===== config.mk =====
export PLATFORM = sky130hd
export DESIGN_NAME = uart_tx_fifo
export DESIGN_NICKNAME = d
export VERILOG_FILES = /design/src/rtl/uart_tx_fifo.sv
export SDC_FILE = /design/constraint.sdc
export NUM_CORES = 1
export LEC_CHECK = 0
export ABC_AREA = 0
export CAP_MARGIN = 20
export CORE_UTILIZATION = 59
export CTS_CLUSTER_DIAMETER = 40
export DETAILED_ROUTE_END_ITERATION = 8
export PLACE_DENSITY = 0.9
export SYNTH_ARGS = -nofsm -noshare
export SYNTH_HDL_FRONTEND = slang
export SYNTH_SLANG_ARGS = --single-unit

===== constraint.sdc =====
create_clock -name clk -period 3.4 [get_ports clk]
set_clock_uncertainty 0.05 [all_clocks]
set_input_delay 0.51 -clock clk [delete_from_list [all_inputs] [get_ports clk]]
set_output_delay 0.51 -clock clk [all_outputs]
set_load 0.005 [all_outputs]

===== src/rtl/uart_tx_fifo.sv =====
// uart_tx_fifo: UART transmitter fed by an integrated transmit FIFO.
// Serialises FIFO words onto tx using an external OSR x baud tick.
//
// Parameters:
//   DATA_W     max data bits per frame (>= 5)
//   FIFO_DEPTH FIFO entries (power of 2, >= 2)
//   OSR        ticks per bit (>= 2)
// Ports:
//   clk, rst        clock, async active-high reset
//   tick            one-clk baud strobe at OSR x baud
//   wr_en, wr_data  FIFO push request and word (LSB sent first)
//   data_len        data bits per frame, clamped to 5..DATA_W at pop
//   stop_bit_num    0: 1 stop bit, 1: 2 stop bits
//   parity_en       append parity bit
//   parity_type     0: even, 1: odd
//   cts_n           active-low clear-to-send, checked at frame start
//   tx              registered serial line
//   rts_n           low while FIFO holds data
//   busy            high while a frame is in progress
//   tx_done         one-clk pulse at end of frame
//   full, empty     FIFO flags
//   level           FIFO occupancy
//   overflow        one-clk pulse when a push is dropped
//   send_break      only with UART_TX_BREAK_EN: hold tx low in IDLE
//
// Optional feature macro: UART_TX_BREAK_EN (adds send_break input).

module uart_tx_fifo #(
  parameter int DATA_W     = 8,
  parameter int FIFO_DEPTH = 8,
  parameter int OSR        = 16
) (
  input  logic                          clk,
  input  logic                          rst,
  input  logic                          tick,
  input  logic                          wr_en,
  input  logic [DATA_W-1:0]             wr_data,
  input  logic [$clog2(DATA_W):0]       data_len,
  input  logic                          stop_bit_num,
  input  logic                          parity_en,
  input  logic                          parity_type,
  input  logic                          cts_n,
`ifdef UART_TX_BREAK_EN
  input  logic                          send_break,
`endif
  output logic                          tx,
  output logic                          rts_n,
  output logic                          busy,
  output logic                          tx_done,
  output logic                          full,
  output logic                          empty,
  output logic [$clog2(FIFO_DEPTH):0]   level,
  output logic                          overflow
);

  localparam int LW = $clog2(DATA_W) + 1;
  localparam int AW = $clog2(FIFO_DEPTH);
  localparam int CW = $clog2(OSR);

  typedef enum logic [2:0] {
    IDLE,
    START,
    DATA,
    PARITY,
    STOP
  } state_t;

  // ---------------- FIFO ----------------
  logic [DATA_W-1:0] mem_q [FIFO_DEPTH];
  logic [AW-1:0]     wptr_q, wptr_d;
  logic [AW-1:0]     rptr_q, rptr_d;
  logic [AW:0]       level_q, level_d;
  logic              ovf_q;
  logic              push;
  logic              pop;
  logic [DATA_W-1:0] head;

  assign full  = (level_q == (AW+1)'(FIFO_DEPTH));
  assign empty = (level_q == '0);
  assign head  = mem_q[rptr_q];

  // A pop in the same cycle frees a slot, so a push to a
  // full FIFO is still accepted then.
  assign push = wr_en && (!full || pop);

  always_comb begin
    wptr_d  = wptr_q;
    rptr_d  = rptr_q;
    level_d = level_q;
    if (push) wptr_d = wptr_q + 1'b1;
    if (pop)  rptr_d = rptr_q + 1'b1;
    unique case ({push, pop})
      2'b10:   level_d = level_q + 1'b1;
      2'b01:   level_d = level_q - 1'b1;
      default: level_d = level_q;
    endcase
  end

  always_ff @(posedge clk) begin
    if (push) mem_q[wptr_q] <= wr_data;
  end

  always_ff @(posedge clk or posedge rst) begin
    if (rst) begin
      wptr_q  <= '0;
      rptr_q  <= '0;
      level_q <= '0;
      ovf_q   <= 1'b0;
    end else begin
      wptr_q  <= wptr_d;
      rptr_q  <= rptr_d;
      level_q <= level_d;
      ovf_q   <= wr_en && full && !pop;
    end
  end

  // ---------------- Serialiser ----------------
  state_t            state_q;
  logic [CW-1:0]     cnt_q;
  logic [LW-1:0]     bitcnt_q;
  logic [LW-1:0]     len_q;
  logic [LW-1:0]     len_c;
  logic [DATA_W-1:0] shreg_q;
  logic              par_q;
  logic              stop2_q;
  logic              pen_q;
  logic              ptype_q;
  logic              stopcnt_q;
  logic              tx_q;
  logic              done_q;
  logic              brk;
  logic              bit_end;
  logic              frame_end;
  logic              can_pop;

`ifdef UART_TX_BREAK_EN
  assign brk = send_break;
`else
  assign brk = 1'b0;
`endif

  always_comb begin
    len_c = data_len;
    if (data_len < LW'(5))
      len_c = LW'(5);
    else if (data_len > LW'(DATA_W))
      len_c = LW'(DATA_W);
  end

  assign bit_end   = tick && (cnt_q == CW'(OSR - 1));
  assign frame_end = (state_q == STOP) && bit_end &&
                     (stopcnt_q == stop2_q);
  assign can_pop   = tick && !empty && !cts_n && !brk;
  // Pop from IDLE, or on the final stop tick for
  // back-to-back frames without an idle bit.
  assign pop       = can_pop &&
                     ((state_q == IDLE) || frame_end);

  always_ff @(posedge clk or posedge rst) begin
    if (rst) begin
      state_q   <= IDLE;
      cnt_q     <= '0;
      bitcnt_q  <= '0;
      len_q     <= LW'(DATA_W);
      shreg_q   <= '0;
      par_q     <= 1'b0;
      stop2_q   <= 1'b0;
      pen_q     <= 1'b0;
      ptype_q   <= 1'b0;
      stopcnt_q <= 1'b0;
      tx_q      <= 1'b1;
      done_q    <= 1'b0;
    end else begin
      done_q <= 1'b0;
      if (pop) begin
        state_q   <= START;
        cnt_q     <= '0;
        shreg_q   <= head;
        len_q     <= len_c;
        stop2_q   <= stop_bit_num;
        pen_q     <= parity_en;
        ptype_q   <= parity_type;
        stopcnt_q <= 1'b0;
        tx_q      <= 1'b0;
        done_q    <= frame_end;
      end else if (tick) begin
        if (state_q != IDLE)
          cnt_q <= bit_end ? '0 : cnt_q + 1'b1;
        unique case (state_q)
          IDLE: begin
            tx_q <= !brk;
          end
          START: begin
            if (bit_end) begin
              state_q  <= DATA;
              tx_q     <= shreg_q[0];
              par_q    <= shreg_q[0];
              shreg_q  <= shreg_q >> 1;
              bitcnt_q <= LW'(1);
            end
          end
          DATA: begin
            if (bit_end) begin
              if (bitcnt_q == len_q) begin
                if (pen_q) begin
                  state_q <= PARITY;
                  tx_q    <= par_q ^ ptype_q;
                end else begin
                  state_q   <= STOP;
                  tx_q      <= 1'b1;
                  stopcnt_q <= 1'b0;
                end
              end else begin
                tx_q     <= shreg_q[0];
                par_q    <= par_q ^ shreg_q[0];
                shreg_q  <= shreg_q >> 1;
                bitcnt_q <= bitcnt_q + 1'b1;
              end
            end
          end
          PARITY: begin
            if (bit_end) begin
              state_q   <= STOP;
              tx_q      <= 1'b1;
              stopcnt_q <= 1'b0;
            end
          end
          STOP: begin
            if (bit_end) begin
              if (stopcnt_q == stop2_q) begin
                state_q <= IDLE;
                done_q  <= 1'b1;
                tx_q    <= !brk;
              end else begin
                stopcnt_q <= 1'b1;
              end
            end
          end
          default: begin
            state_q <= IDLE;
            tx_q    <= 1'b1;
          end
        endcase
      end
    end
  end

  assign tx       = tx_q;
  assign tx_done  = done_q;
  assign busy     = (state_q != IDLE);
  assign rts_n    = empty;
  assign level    = level_q;
  assign overflow = ovf_q;

endmodule


==> qor.log <==
INFO  status         status=finished clean
INFO  clock_network  cts_tree=built
INFO  layout         multi_input_comb_area=1644squm
INFO  routing        drt-wirelength-per-cell=18.40um
INFO  power          irDropWorstVdd=0.4588mV
INFO  global_route   grt_pass1_vias=2992
INFO  placed_design  place_hpwl=5.892mm
INFO  synth          yosysWarnings=0
INFO  die            design.core.area=7727squm
INFO  layout         drive_above_1_share=15.73%
INFO  timing         finalHoldViolCount=0
INFO  timing         max_slew.worst_pin.slew=775.9ps
INFO  global_route   number_of_antenna_violations_at_the_first_check_in_global_routing=0
INFO  layout         instances_no_fill=477
INFO  worst_setup_path worstPathArrival=3000ps
INFO  clock_network  max-clock-path-buffers=2
INFO  power          reg_power_share=49.0%
INFO  clock_network  clk_latency=370ps
INFO  clock_network  post_cts_buffers=0
INFO  placed_design  place.port_buffers=30
INFO  synth          postSynth.asyncResetShare=39.05%
INFO  synth          post_synthesis_cell_area=4705squm
INFO  worst_setup_path critical_path.startpoint_type=input port
INFO  synth          post_synth_top_area_share=40.85%
INFO  synth          synth_seq_cells=105
INFO  worst_setup_path critical-path-max-stage-delay=550ps
INFO  synth          total_nets_after_synthesis=359
INFO  timing         period_share=82.02%
INFO  global_route   grt_use_total=23.43%
INFO  layout         filler_cell_count=495
INFO  synth          postSynthAreaPerCell=14.17squm
INFO  routing        drc=0
INFO  timing         min_period=2789ps
INFO  placed_design  dpl.cell_count=461
INFO  power          sw_frac_of_total=34.43%
INFO  layout         area_growth=13.88%
INFO  global_route   grt.busiest_layer=met2
INFO  layout         final_cell_area=5358squm
INFO  timing         slew_violations=0
INFO  die            die-area=8335squm
INFO  routing        drt_first_iter_violations=156
INFO  timing         fmax=358.6MHz
INFO  power          internal_pwr_total=2.636mW
INFO  placed_design  post_dp_cell_area=5145squm
INFO  synth          syn_inst=332
INFO  power          clock_power_share=19.6%
INFO  clock_network  clk_pin_slew_worst_paths=120ps
INFO  worst_setup_path cp_dominant_cell_by_count=sky130_fd_sc_hd__xor2_1
INFO  synth          synth_sequential_area_ratio=62.71%
INFO  synth          synth_most_common_cell=sky130_fd_sc_hd__edfxtp_1
INFO  worst_setup_path critical_path.slowest_cell=sky130_fd_sc_hd__clkdlybuf4s50_1
INFO  global_route   grt_start_max_net_pins=42
INFO  routing        detailedRoute.firstPassIterationCount=4
INFO  global_route   met2_global_route_usage=39.20%
INFO  clock_network  ctsRootBufferMaster=sky130_fd_sc_hd__clkbuf_8
INFO  routing        routed_via_count_divided_by_cell_count=5.975
INFO  min_path       holdCritPathClass=reg2reg
INFO  layout         regArea=2950squm
INFO  die            die_height=91.30um
INFO  clock_network  cts-htree-levels=3
INFO  layout         finish.net_count=397
INFO  worst_setup_path worst-path-max-fanout=8
INFO  synth          synth_top_cells_by_area=sky130_fd_sc_hd__edfxtp_1 (41%), sky130_fd_sc_hd__dfrtp_1 (21%), sky130_fd_sc_hd__mux4_2 (7.7%)
INFO  power          power.leakage=2.049nW
INFO  timing         timing.max_slew.rel_slack=48.27%
INFO  die            num_io_pins=31
INFO  power          combinationalPowerShare=31.3%
INFO  synth          netlist-cell-type-count=60
INFO  timing         final.setup.tns=0ps
INFO  global_route   grt_first_pass_wirelength=14.67mm
INFO  flow_run       cap_viol_max_count=0
INFO  routing        ant_nets=0
INFO  synth          synth_edf_count=64
INFO  clock_network  cts_sinks=105
INFO  die            fp.dieW=91.30um
INFO  layout         antenna-diode-count=0
INFO  routing        route.vias.total=2850
INFO  routing        route.final.wire_length=8.779mm
INFO  power          power=4.020mW
INFO  worst_setup_path critical_path.cell_chain=clkdlybuf4s50_1 -> nand4_4 -> o21ai_2 -> nand3_4 -> inv_4 -> o21ai_4 -> ha_1 -> xor2_1 -> ha_1 -> a21oi_1 -> xor2_1 -> nor2_1 -> xor2_1
INFO  timing         final-setup-viol-count=0
INFO  worst_setup_path crit_type=in2reg
INFO  global_route   gr-total-overflow=0
INFO  synth          synth-main-ff-cell=sky130_fd_sc_hd__edfxtp_1
INFO  power          switching_power=1.384mW
INFO  global_route   grt.met1_usage=29.86%
INFO  clock_network  tritoncts.num_buffers=9
INFO  global_route   grt.met3_usage=6.114%
INFO  worst_setup_path worst_path_required=3610ps
INFO  synth          ys_top_cells_by_count=sky130_fd_sc_hd__edfxtp_1 (64), sky130_fd_sc_hd__dfrtp_1 (39), sky130_fd_sc_hd__nand2_1 (37)
INFO  placed_design  gp_congestion=0.8622
INFO  worst_setup_path worstSetupEndpointType=flop
INFO  power          power.density=750.4nW/um^2
INFO  timing         rsz_0062_raised_after_global_routing=no
INFO  die            rows=32
INFO  clock_network  ctsHoldBuffers=0
INFO  clock_network  cts_repair_resize_count=0
INFO  synth          synth.largest_area_cell=sky130_fd_sc_hd__edfxtp_1
INFO  die            initial_core_util=60.88%
==> cell families (layout without fill, tap and decap cells) <==
| kind of cell | Yosys count | after routing | synth area share (%) |
|---|---|---|---|
| flops | 105 | 105 | 62.71 |
| buf+inv | 21 | 64 | 2.340 |
| compound gates | 53 | 53 | 7.926 |
| fa+ha+maj | 7 | 7 | 1.862 |
| xor+xnor | 16 | 16 | 2.979 |
| mux | 30 | 30 | 10.82 |
| simple gates | 100 | 100 | 11.36 |
==> per-layer routing <==
metal	vias up	part of all wire [%]
met5	-	0
met4	0	1.4
met3	11	4.0
met2	69	52
met1	1448	42
li1	1322	-
==> stage by stage <==
step           util, %  setup slack (ps)  hold slack [ps]
2_1_floorplan        -             704.0            395.6
3_3_place_gp     66.58             333.1            412.2
3_5_place_dp     66.58             216.0            420.7
4_1_cts          69.33             615.1            434.4
5_1_grt          69.33             426.8            476.4
6_report         69.33             611.3            430.6
==> power groups by stage <==
stage / Combinational (mW) / Sequential, mW / Clock (mW)
finish: 1.26 / 1.97 / 0.789
floorplan: 0.999 / 1.84 / 0
CTS: 1.28 / 1.97 / 0.810
global route: 1.40 / 2.01 / 0.855
detailed placement: 1.27 / 1.99 / 0
global placement: 1.20 / 1.96 / 0
==> flip-flops by register name (all words and copies together), names as in the netlist, 3 cells and up <==
signal    flops
mem_q        64
shreg_q       8
bitcnt_q      4
cnt_q         4
len_q         4
level         4
rptr_q        3
state_q       3
wptr_q        3
==> critical path: cells and delay by family <==
family,cells,cell delay [ps]
AOI/OAI and AO/OA,3,500
xor gates and xnor gates,3,480
adders and majority gates,2,490
buffers and inverters,2,670
and+or+nand+nor,3,340
==> final timing paths <==
| kind | start | end | slack [ps] | cells after the start |
|---|---|---|---|---|
| max | tick | level[2] | 610 | 13 |
| min in group asynchronous | rst | level[0] | 510 | 3 |
| max in group asynchronous | rst | len_q[3] | 2410 | 3 |
| max reg2reg | cnt_q[0] | level[2] | 660 | 13 |
| min | len_q[3] | len_q[3] | 430 | 2 |
| min reg2reg | len_q[3] | len_q[3] | 430 | 2 |
==> area by class of cell <==
class,instances,area share [%]
multi-input combinational,206,30.69
clock inverter,7,1.658
timing repair buffer,44,7.567
sequential,105,55.07
tap,102,2.382
inverter,4,0.3269
clock buffer,9,2.312
==> cell usage in the layout, fill, tap and decap left out, drive strengths merged, types with 10 or more instances in the layout <==
master          n
clkdlybuf4s50  30
edfxtp         64
o21ai          12
mux2i          10
nand2          37
mux4           16
a21oi          12
nor2           20
buf            14
dfrtp          39
No activity file was read; power rests on OpenSTA's default activity.
